==> src/rtl/seq_det_arbiter.sv <==
// Round-robin arbiter in front of one shared 4-bit serial pattern detector.
// Define SEQ_DET_OVERLAP_EN for overlapping detection (default: non-overlapping).
module seq_det_arbiter (
  input  logic       clk,
  input  logic       rst,
  input  logic [3:0] req,
  input  logic [3:0] pattern,
  input  logic       bit_in,
  input  logic       bit_vld,
  input  logic       bit_last,
  output logic [3:0] gnt,
  output logic       busy,
  output logic       det,
  output logic       done,
  output logic       abort,
  output logic [1:0] done_id,
  output logic [7:0] match_cnt
);

  localparam logic [1:0] S_IDLE  = 2'd0;
  localparam logic [1:0] S_GRANT = 2'd1;
  localparam logic [1:0] S_RUN   = 2'd2;
  localparam logic [1:0] S_DONE  = 2'd3;

  logic [1:0] state_q, state_d;
  logic [3:0] gnt_q, gnt_d;
  logic [1:0] idx_q, idx_d;
  logic [1:0] ptr_q, ptr_d;
  logic [3:0] pat_q, pat_d;
  logic [2:0] hist_q, hist_d;
  logic [1:0] hcnt_q, hcnt_d;
  logic [7:0] cnt_q, cnt_d;
  logic       abt_q, abt_d;
  logic [1:0] did_q, did_d;
  logic [7:0] mcnt_q, mcnt_d;

  logic [1:0] win;
  logic [1:0] cand;
  logic       found;
  logic       last_bit;
  logic       drop;
  logic       in_run;
  logic       hit;

  always_comb begin
    win   = ptr_q;
    cand  = ptr_q;
    found = 1'b0;
    for (int k = 1; k <= 4; k++) begin
      cand = ptr_q + 2'(k);
      if (!found && req[cand]) begin
        win   = cand;
        found = 1'b1;
      end
    end
  end

  assign last_bit = bit_vld & bit_last;
  assign in_run   = (state_q == S_RUN);
  // Losing the request aborts unless the final bit arrives the same cycle.
  assign drop     = ~req[idx_q] & ~last_bit;
  assign hit      = (hcnt_q == 2'd3) && ({hist_q, bit_in} == pat_q);
  assign det      = in_run & bit_vld & ~drop & hit;

  always_comb begin
    state_d = state_q;
    gnt_d   = gnt_q;
    idx_d   = idx_q;
    ptr_d   = ptr_q;
    pat_d   = pat_q;
    hist_d  = hist_q;
    hcnt_d  = hcnt_q;
    cnt_d   = cnt_q;
    abt_d   = abt_q;
    did_d   = did_q;
    mcnt_d  = mcnt_q;
    case (state_q)
      S_IDLE: begin
        if (|req) begin
          gnt_d   = 4'd1 << win;
          idx_d   = win;
          pat_d   = pattern;
          state_d = S_GRANT;
        end
      end
      S_GRANT: begin
        hist_d  = 3'd0;
        hcnt_d  = 2'd0;
        cnt_d   = 8'd0;
        abt_d   = 1'b0;
        state_d = S_RUN;
      end
      S_RUN: begin
        if (drop) begin
          abt_d   = 1'b1;
          state_d = S_DONE;
        end else begin
          if (bit_vld) begin
            hist_d = {hist_q[1:0], bit_in};
`ifdef SEQ_DET_OVERLAP_EN
            hcnt_d = (hcnt_q == 2'd3) ? 2'd3 : hcnt_q + 2'd1;
`else
            if (det)
              hcnt_d = 2'd0;
            else
              hcnt_d = (hcnt_q == 2'd3) ? 2'd3 : hcnt_q + 2'd1;
`endif
          end
          if (det && cnt_q != 8'hff)
            cnt_d = cnt_q + 8'd1;
          if (last_bit)
            state_d = S_DONE;
        end
      end
      S_DONE: begin
        mcnt_d  = cnt_q;
        did_d   = idx_q;
        ptr_d   = idx_q;
        gnt_d   = 4'd0;
        state_d = S_IDLE;
      end
      default: state_d = S_IDLE;
    endcase
  end

  always_ff @(posedge clk or posedge rst) begin
    if (rst) begin
      state_q <= S_IDLE;
      gnt_q   <= 4'd0;
      idx_q   <= 2'd0;
      ptr_q   <= 2'd3;
      pat_q   <= 4'd0;
      hist_q  <= 3'd0;
      hcnt_q  <= 2'd0;
      cnt_q   <= 8'd0;
      abt_q   <= 1'b0;
      did_q   <= 2'd0;
      mcnt_q  <= 8'd0;
    end else begin
      state_q <= state_d;
      gnt_q   <= gnt_d;
      idx_q   <= idx_d;
      ptr_q   <= ptr_d;
      pat_q   <= pat_d;
      hist_q  <= hist_d;
      hcnt_q  <= hcnt_d;
      cnt_q   <= cnt_d;
      abt_q   <= abt_d;
      did_q   <= did_d;
      mcnt_q  <= mcnt_d;
    end
  end

  assign gnt       = gnt_q;
  assign busy      = (state_q != S_IDLE);
  assign done      = (state_q == S_DONE) & ~abt_q;
  assign abort     = (state_q == S_DONE) & abt_q;
  assign done_id   = did_q;
  assign match_cnt = mcnt_q;

endmodule
==> config.mk <==
export PLATFORM = sky130hd
export DESIGN_NAME = seq_det_arbiter
export DESIGN_NICKNAME = d
export VERILOG_FILES = /design/src/rtl/seq_det_arbiter.sv
export SDC_FILE = /design/constraint.sdc
export NUM_CORES = 1
export LEC_CHECK = 0
export CAP_MARGIN = 10
export CORE_MARGIN = 2
export CORE_UTILIZATION = 57
export DETAILED_ROUTE_END_ITERATION = 10
export PLACE_DENSITY_LB_ADDON = 0.15
export REMOVE_ABC_BUFFERS = 1
export SYNTH_ARGS = -nofsm -noshare
export SYNTH_HDL_FRONTEND = slang
export SYNTH_SLANG_ARGS = --single-unit
==> constraint.sdc <==
create_clock -name clk -period 2.9 [get_ports clk]
set_input_delay 0.58 -clock clk [delete_from_list [all_inputs] [get_ports clk]]
set_output_delay 0.58 -clock clk [all_outputs]
set_load 0.05 [all_outputs]
Word-level counts from Yosys, hierarchy flattened --
Index checks and enable logic that the tools add are counted. Widths: inputs -> output; s select.
Storage, ports and cells: register bits after elaboration 38, bits of input ports 13, output and inout port bits 18, logic and storage cells 100
Operators by class: add/subtract/negate cells 5, magnitude comparators 5, equality and inequality tests 12, shifts and indexed selects 1, multiplexer cells 36, bitwise logic cells 11, reduce and logical (&&, ||, !) cells 19
Operators by type and width (count):
- $mux 2 | 11
- $mux 8 | 2
- $pmux 8 s2 | 1
- $lt 2x3->1 const B | 5
- $bmux 1 s2 | 5
- $mux 1 | 9
- $add 8x1->8 const B | 1
- $ne 2x2->1 const B | 4
- $ne 8x8->1 const B | 1
- $pmux 2 s4 | 1
- $pmux 4 s2 | 1
- $reduce_and 2->1 | 4
- $and 1x1->1 | 7
- $eq 2x2->1 const B | 3
- $mux 3 | 2
- $pmux 3 s2 | 1
- $reduce_and 3->1 | 2
- $reduce_bool 2->1 | 3
- $logic_and 1x1->1 | 5
- $add 2x1->2 const B | 2
- $add 2x2->2 const B | 2
- $eq 4x4->1 | 1
- $mux 4 | 1
- $not 1->1 | 4
- 9 further kinds | 11

Longest topological paths before layout --
Gate-level depths: netlist of the first run.
depth in word-level cells 16, gate-level depth with buffers 7

Least setup slack after synthesis of the first run --
OpenSTA, ideal clock, no wires.
path kind reg-to-output, start register state_q[0], end output port done, data arrival time 1.835 ns, required time 2.320 ns, slack 0.485 ns, stages on the path, launching flop included 5, cell sequence dfrtp_1 > ha_1 > clkbuf_1 > clkbuf_1 > nor2b_1
On the way: longest elaborated chain between the ends 2
Ends and longest elaborated chain:
- from (decl) | line 25 | logic [1:0] state_q, state_d;
- from (signal assigned) | line 140 | state_q <= state_d;
- $eq 2x2->1 | line 156 | assign done = (state_q == S_DONE) & ~abt_q;
- $and 1x1->1 | line 156
- to (decl) | line 14 | output logic done,
Every way passes these cells.

Final worst setup path of the first run --
start register state_q[1], end output port done
The elaborated chain is that of the path after synthesis.

==> flow_summary.toml, run 1 <==
[outcome]
status = "finished, final reports clean"

[grt]
grt_pass1_vias = 1619
overflow = 0
antenna_found_initial = 0
grt_first_pass_wirelength_um = 7130
grt_use_total_pct = 23.1
grt_max_degree = 39

[timing]
final.setup.tns_ns = 0
setup_viol = 0
finalClockSkew_ns = 0.0171
maxSlewViolCount = 0
fmax_mhz = 370
min_period_ns = 2.70
hold_viol = 0
whs_ns = 0.502
maxSlewHeadroom_pct = 59.8
fin_crit_sh_pct = 93.2
worst_pin_slew_ns = 0.602
grt_setup_unrepaired = "no"

[logic_synthesis]
yosysTopAreaCell = "dfrtp_1"
synthFlopType = "dfrtp_1"
synthesis.instances = 189
seq_area_frac_synth_pct = 49.3
syn_area_um2 = 1940
synth_area_leaders = "dfrtp_1, mux2_2, nand2_1, ha_1, mux2i_1"
postSynthAreaPerCell_um2 = 10.2
synth_edf_count = 0
yosys_warnings = 0
yosysUniqueCellTypes = 41
async_flop_share_pct = 100
ys_ff_latch = 38
synth_common_cells = "dfrtp_1, nand2_1, mux2_2"
synth.most_common_cell = "dfrtp_1"
synth_top_area_share_pct = 46.5

[die]
core_area_um2 = 3310
io_pins = 31
die_x_um = 62.3
die_area_um2 = 3880
core.rowCount = 21
initial_core_util_pct = 58.5
die_y_um = 62.3

[clocking]
cts.repair.resized = 0
cts_hold_buffers = 0
cts_buffers = 5
clk_pin_slew_ns = 0.11
clockRootBuffer = "clkbuf_4"
cts_tree = "done"
cts_sinks = 38
ctsLongestPathBuffers = 2
post-cts-setup-buffer-count = 0
h-tree-depth = 2
clock_latency_ns = 0.35

[worst_setup_path]
cp.depth = 3
cp-end-kind = "output port"
cp_data_required_time_ns = 2.32
cp_slowest_cell = "clkdlybuf4s50_1"
critPathMaxFanout = 10
cp.arrival_ns = 2.12
critPathBufInv = 1
cpPeakStageDelay_ns = 0.81
startpoint_type = "register"
path_cells = "ha_1 -> nor2b_1 -> clkdlybuf4s50_1"
crit_type = "register to output port"
reg2reg_depth = 6
crit_family = "buffers and inverters"

[run]
max-cap-violations = 0

[drt]
drtAntennaViolNets = 0
drt_iter0_markers = 89
finalWirelength_um = 3920
wl_per_cell_um = 14.4
drt_pass1_iterations = 4
vias_per_cell = 5.67
via_count = 1547
drc = 0

[layout]
areaGrowthSynthToFinish_pct = 23.9
drive_above_1_share_pct = 17.2
finalNetCount = 244
antenna_cells = 0

[place]
gp_congestion = 0.838
dp_hpwl_um = 2940
port_buffers = 30

[pwr]
peakVddDrop_v = 0.000610
p_clk_share_pct = 16.1
p_int_uw = 1280
pwr-share-seq_pct = 37.3
pwr-share-comb_pct = 46.6
p_sw_share_pct = 42.1
p_leak_uw = 0.00107
power-per-cell-area_nw_per_um2 = 920
p_switching_uw = 929

[worst_hold_path]
holdPathStages = 2
hold_path.class = "register to register"
[kinds of logic after synthesis]
logic type / after synthesis / synth area share, %
AO/OA/AOI/OAI: 28 / 9.50
XOR/XNOR: 3 / 1.36
adder cells (fa/ha/maj): 5 / 3.23
buffers and inverters: 14 / 2.78
flip-flops: 38 / 49.3
multiplexers: 21 / 11.8
AND/OR/NAND/NOR: 80 / 22.0
[area by class of cell]
cell class	instances	area [um^2]
Tap cell	46	57.6
Clock buffer	5	37.5
Fill cell	279	912
Inverter	9	33.8
Sequential cell	38	953
Timing Repair Buffer	35	348
Clock inverter	3	40.0
Multi-Input combinational cell	137	928
[cell usage in the layout, fill, tap and decap left out, drive strengths merged, types with 2 or more instances in the layout]
master,synthesis,layout
nand2b,4,4
clkinv,0,2
clkdlybuf4s50,0,29
or4,2,2
a21oi,3,3
nor4,3,3
dfstp,2,2
inv,9,9
ha,5,5
or2,2,2
mux2,15,15
o21ai,13,13
and2,4,4
nor2,7,7
buf,1,6
nand4,5,5
nand2,28,28
o31ai,3,3
clkbuf,4,5
mux2i,6,6
nor2b,5,5
nand3,11,11
dfrtp,36,36
a22o,2,2
nor3,7,7
xor2,3,3
[metrics by stage]
stage	worst slack [ns]	area [um^2]	cells	power (uW)	util, %
2_1_floorplan	0.716	1920	184	1550	-
3_3_place_gp	0.338	2320	265	1820	70.1
3_5_place_dp	0.292	2320	265	1870	70.1
4_1_cts	0.190	2400	273	2220	72.4
5_1_grt	0.0683	2400	273	2370	72.4
6_report	0.198	2400	273	2210	72.4
[state kept, by name (all words and copies together), names as in the netlist]
register and flops:
match_cnt 8, hcnt_q 2, hist_q 3, state_q 2, done_id 2, idx_q 2
pat_q 4, abt_q 1, gnt 4, cnt_q 8, ptr_q 2
[path summary, 6_finish.rpt]
check	end	slack, ns	start
min in group asynchronous	hcnt_q[0]$_DFFE_PP0P_	0.62	rst
hold reg to reg	gnt[0]$_DFFE_PP0P_	0.50	gnt[0]$_DFFE_PP0P_
max in group asynchronous	ptr_q[1]$_DFFE_PP1P_	1.93	rst
setup / recovery	done	0.20	state_q[1]$_DFFE_PP0P_
setup reg to reg	cnt_q[0]$_DFFE_PP0P_	1.00	state_q[0]$_DFFE_PP0P_
hold / removal	gnt[0]$_DFFE_PP0P_	0.50	gnt[0]$_DFFE_PP0P_
[worst reg2reg max path, stage by stage, from the launching register on]
cell	delay [ns]
dfrtp_1	0.43
inv_1	0.09
ha_1	0.37
nand2_1	0.17
or2_0	0.38
o211ai_1	0.24
o21ai_1	0.10
[metal layers]
metal | track usage (%) | vias to the layer above | routed length, um
met5 | 0 | - | 0
met4 | 8.06 | 0 | 59
met3 | 6.52 | 7 | 192
met2 | 39.4 | 34 | 1990
met1 | 28.2 | 764 | 1680
li1 | - | 742 | -
[power groups by stage]
stage	clock network, uW	logic (uW)	registers (uW)
after CTS	361	1040	824
after detailed placement	0	1030	836
after global routing	391	1120	850
after global placement	0	1000	821
after floorplan	0	597	954
final	354	1030	823
Power figures use the tool's default switching activity.
==> run 2: changes to the inputs <==
--- a/config.mk
+++ b/config.mk
@@ -11,6 +11,7 @@
 export DETAILED_ROUTE_END_ITERATION = 10
 export PLACE_DENSITY_LB_ADDON = 0.15
 export REMOVE_ABC_BUFFERS = 1
+export SETUP_SLACK_MARGIN = 0.1
 export SYNTH_ARGS = -nofsm -noshare
 export SYNTH_HDL_FRONTEND = slang
 export SYNTH_SLANG_ARGS = --single-unit
==> flow_summary.toml, run 2 (synthesis results as in run 1) <==
[timing]
maxSlewHeadroom_pct = 59.8
finalClockSkew_ns = 0.0171
final.setup.tns_ns = 0
maxSlewViolCount = 0
fmax_mhz = 375
worst_pin_slew_ns = 0.602
fin_crit_sh_pct = 92.0
setup_viol = 0
whs_ns = 0.502
min_period_ns = 2.67
grt_setup_unrepaired = "no"
hold_viol = 0

[worst_hold_path]
holdPathStages = 2
min_from = "gnt[0]$_DFFE_PP0P_"
hold_path.class = "register to register"

[layout]
antenna_cells = 0
final_area_um2 = 2400
areaGrowthSynthToFinish_pct = 24.0
finalNetCount = 244
drive_above_1_share_pct = 17.2
final_common_cell = "dfrtp_1"
layout_common_cells = "dfrtp_1, nand2_1, clkdlybuf4s50_1, mux2_2, o21ai_0"

[grt]
grt_first_pass_wirelength_um = 7130
busiest_layer = "met2"
globalRouteMet1Util_pct = 28.2
met2_usage_pct = 39.4
antenna_found_initial = 0
grt_use_met3_pct = 6.52
grt_pass1_vias = 1619
grt_use_total_pct = 23.1
grt_max_degree = 39
overflow = 0

[worst_setup_path]
cpPeakStageDelay_ns = 0.80
critPathMaxFanout = 10
reg2reg_depth = 6
critPathBufInv = 1
cp.depth = 3
cp.arrival_ns = 2.09
cp_data_required_time_ns = 2.32
crit_family = "buffers and inverters"
crit_start = "state_q[1]$_DFFE_PP0P_"
path_cells = "ha_1 -> and2_1 -> clkdlybuf4s50_1"
startpoint_type = "register"
cp_slowest_cell = "clkdlybuf4s50_1"
crit_type = "register to output port"
r2r_start = "state_q[0]$_DFFE_PP0P_"
cp-end-kind = "output port"

[clocking]
clk_pin_slew_ns = 0.11
cts_buffers = 5
cts_tree = "done"
ctsLongestPathBuffers = 2
h-tree-depth = 2
cts.repair.resized = 0
cts_hold_buffers = 0
cts_sinks = 38
clockRootBuffer = "clkbuf_4"
post-cts-setup-buffer-count = 0
clock_latency_ns = 0.35

[pwr]
pwr-share-comb_pct = 46.6
p_leak_uw = 0.00109
p_int_uw = 1280
pwr-share-seq_pct = 37.3
peakVddDrop_v = 0.000610
p_switching_uw = 929
p_sw_share_pct = 42.1
p_clk_share_pct = 16.1
power-per-cell-area_nw_per_um2 = 918

[die]
initial_core_util_pct = 58.5
core.rowCount = 21
core_area_um2 = 3310
die_x_um = 62.3
die_area_um2 = 3880
io_pins = 31
die_y_um = 62.3

[place]
port_buffers = 30
dp_hpwl_um = 2940
dpl-instance-area_um2 = 2320
gp_congestion = 0.838

[drt]
vias_per_cell = 5.67
wl_per_cell_um = 14.4
finalWirelength_um = 3930
drt_pass1_iterations = 4
drc = 0
via_count = 1547
drt_iter0_markers = 89
drtAntennaViolNets = 0

[outcome]
status = "finished, final reports clean"

[run]
max-cap-violations = 0
run 2: cell count changes in the layout (fill, tap and decap cells not counted), sizes merged:
cell and delta:
clkdlybuf4s50 -1, dlymetal6s2s +1
run 2: metal layers:
metal / vias up / part of all wire [%] / routed length (um)
li1: 742 / - / -
met2: 34 / 51 / 1990
met3: 7 / 4.9 / 194
met4: 0 / 1.5 / 59
met5: - / 0 / 0
met1: 764 / 43 / 1680
run 2: worst min-delay path, cell delays in order (launching register included):
cell     delay [ns]
dfrtp_1        0.36
nand2_1        0.05
o21ai_0        0.06
run 2: final timing paths:
| kind | end | slack [ns] |
|---|---|---|
| max reg2reg | cnt_q[0]$_DFFE_PP0P_ | 1.00 |
| max | abort | 0.23 |
| max in group asynchronous | ptr_q[1]$_DFFE_PP1P_ | 1.93 |
| min reg2reg | gnt[0]$_DFFE_PP0P_ | 0.50 |
| min in group asynchronous | hcnt_q[0]$_DFFE_PP0P_ | 0.62 |
| min | gnt[0]$_DFFE_PP0P_ | 0.50 |
run 2: layout make-up:
| type | count | area, um^2 |
|---|---|---|
| Clock buffer | 5 | 37.5 |
| Clock inverter | 3 | 40.0 |
| Fill cell | 278 | 910 |
| Inverter | 9 | 33.8 |
| Multi-Input combinational cell | 137 | 928 |
| Sequential cell | 38 | 953 |
| Tap cell | 46 | 57.6 |
| Timing Repair Buffer | 35 | 350 |
run 2: per-stage QoR:
step | setup WS, ns | total power [uW] | utilization (%) | instances
6_report | 0.232 | 2200 | 72.5 | 273
5_1_grt | 0.112 | 2360 | 72.5 | 273
4_1_cts | 0.190 | 2220 | 72.4 | 273
3_5_place_dp | 0.292 | 1870 | 70.1 | 265
3_3_place_gp | 0.338 | 1820 | 70.1 | 265
2_1_floorplan | 0.716 | 1550 | - | 184
run 2: power groups by stage:
stage | Sequential [uW] | Combinational (uW) | Clock [uW]
global placement | 821 | 1000 | 0
detailed placement | 836 | 1030 | 0
CTS | 824 | 1040 | 361
finish | 823 | 1030 | 354
floorplan | 954 | 597 | 0
global route | 850 | 1120 | 391
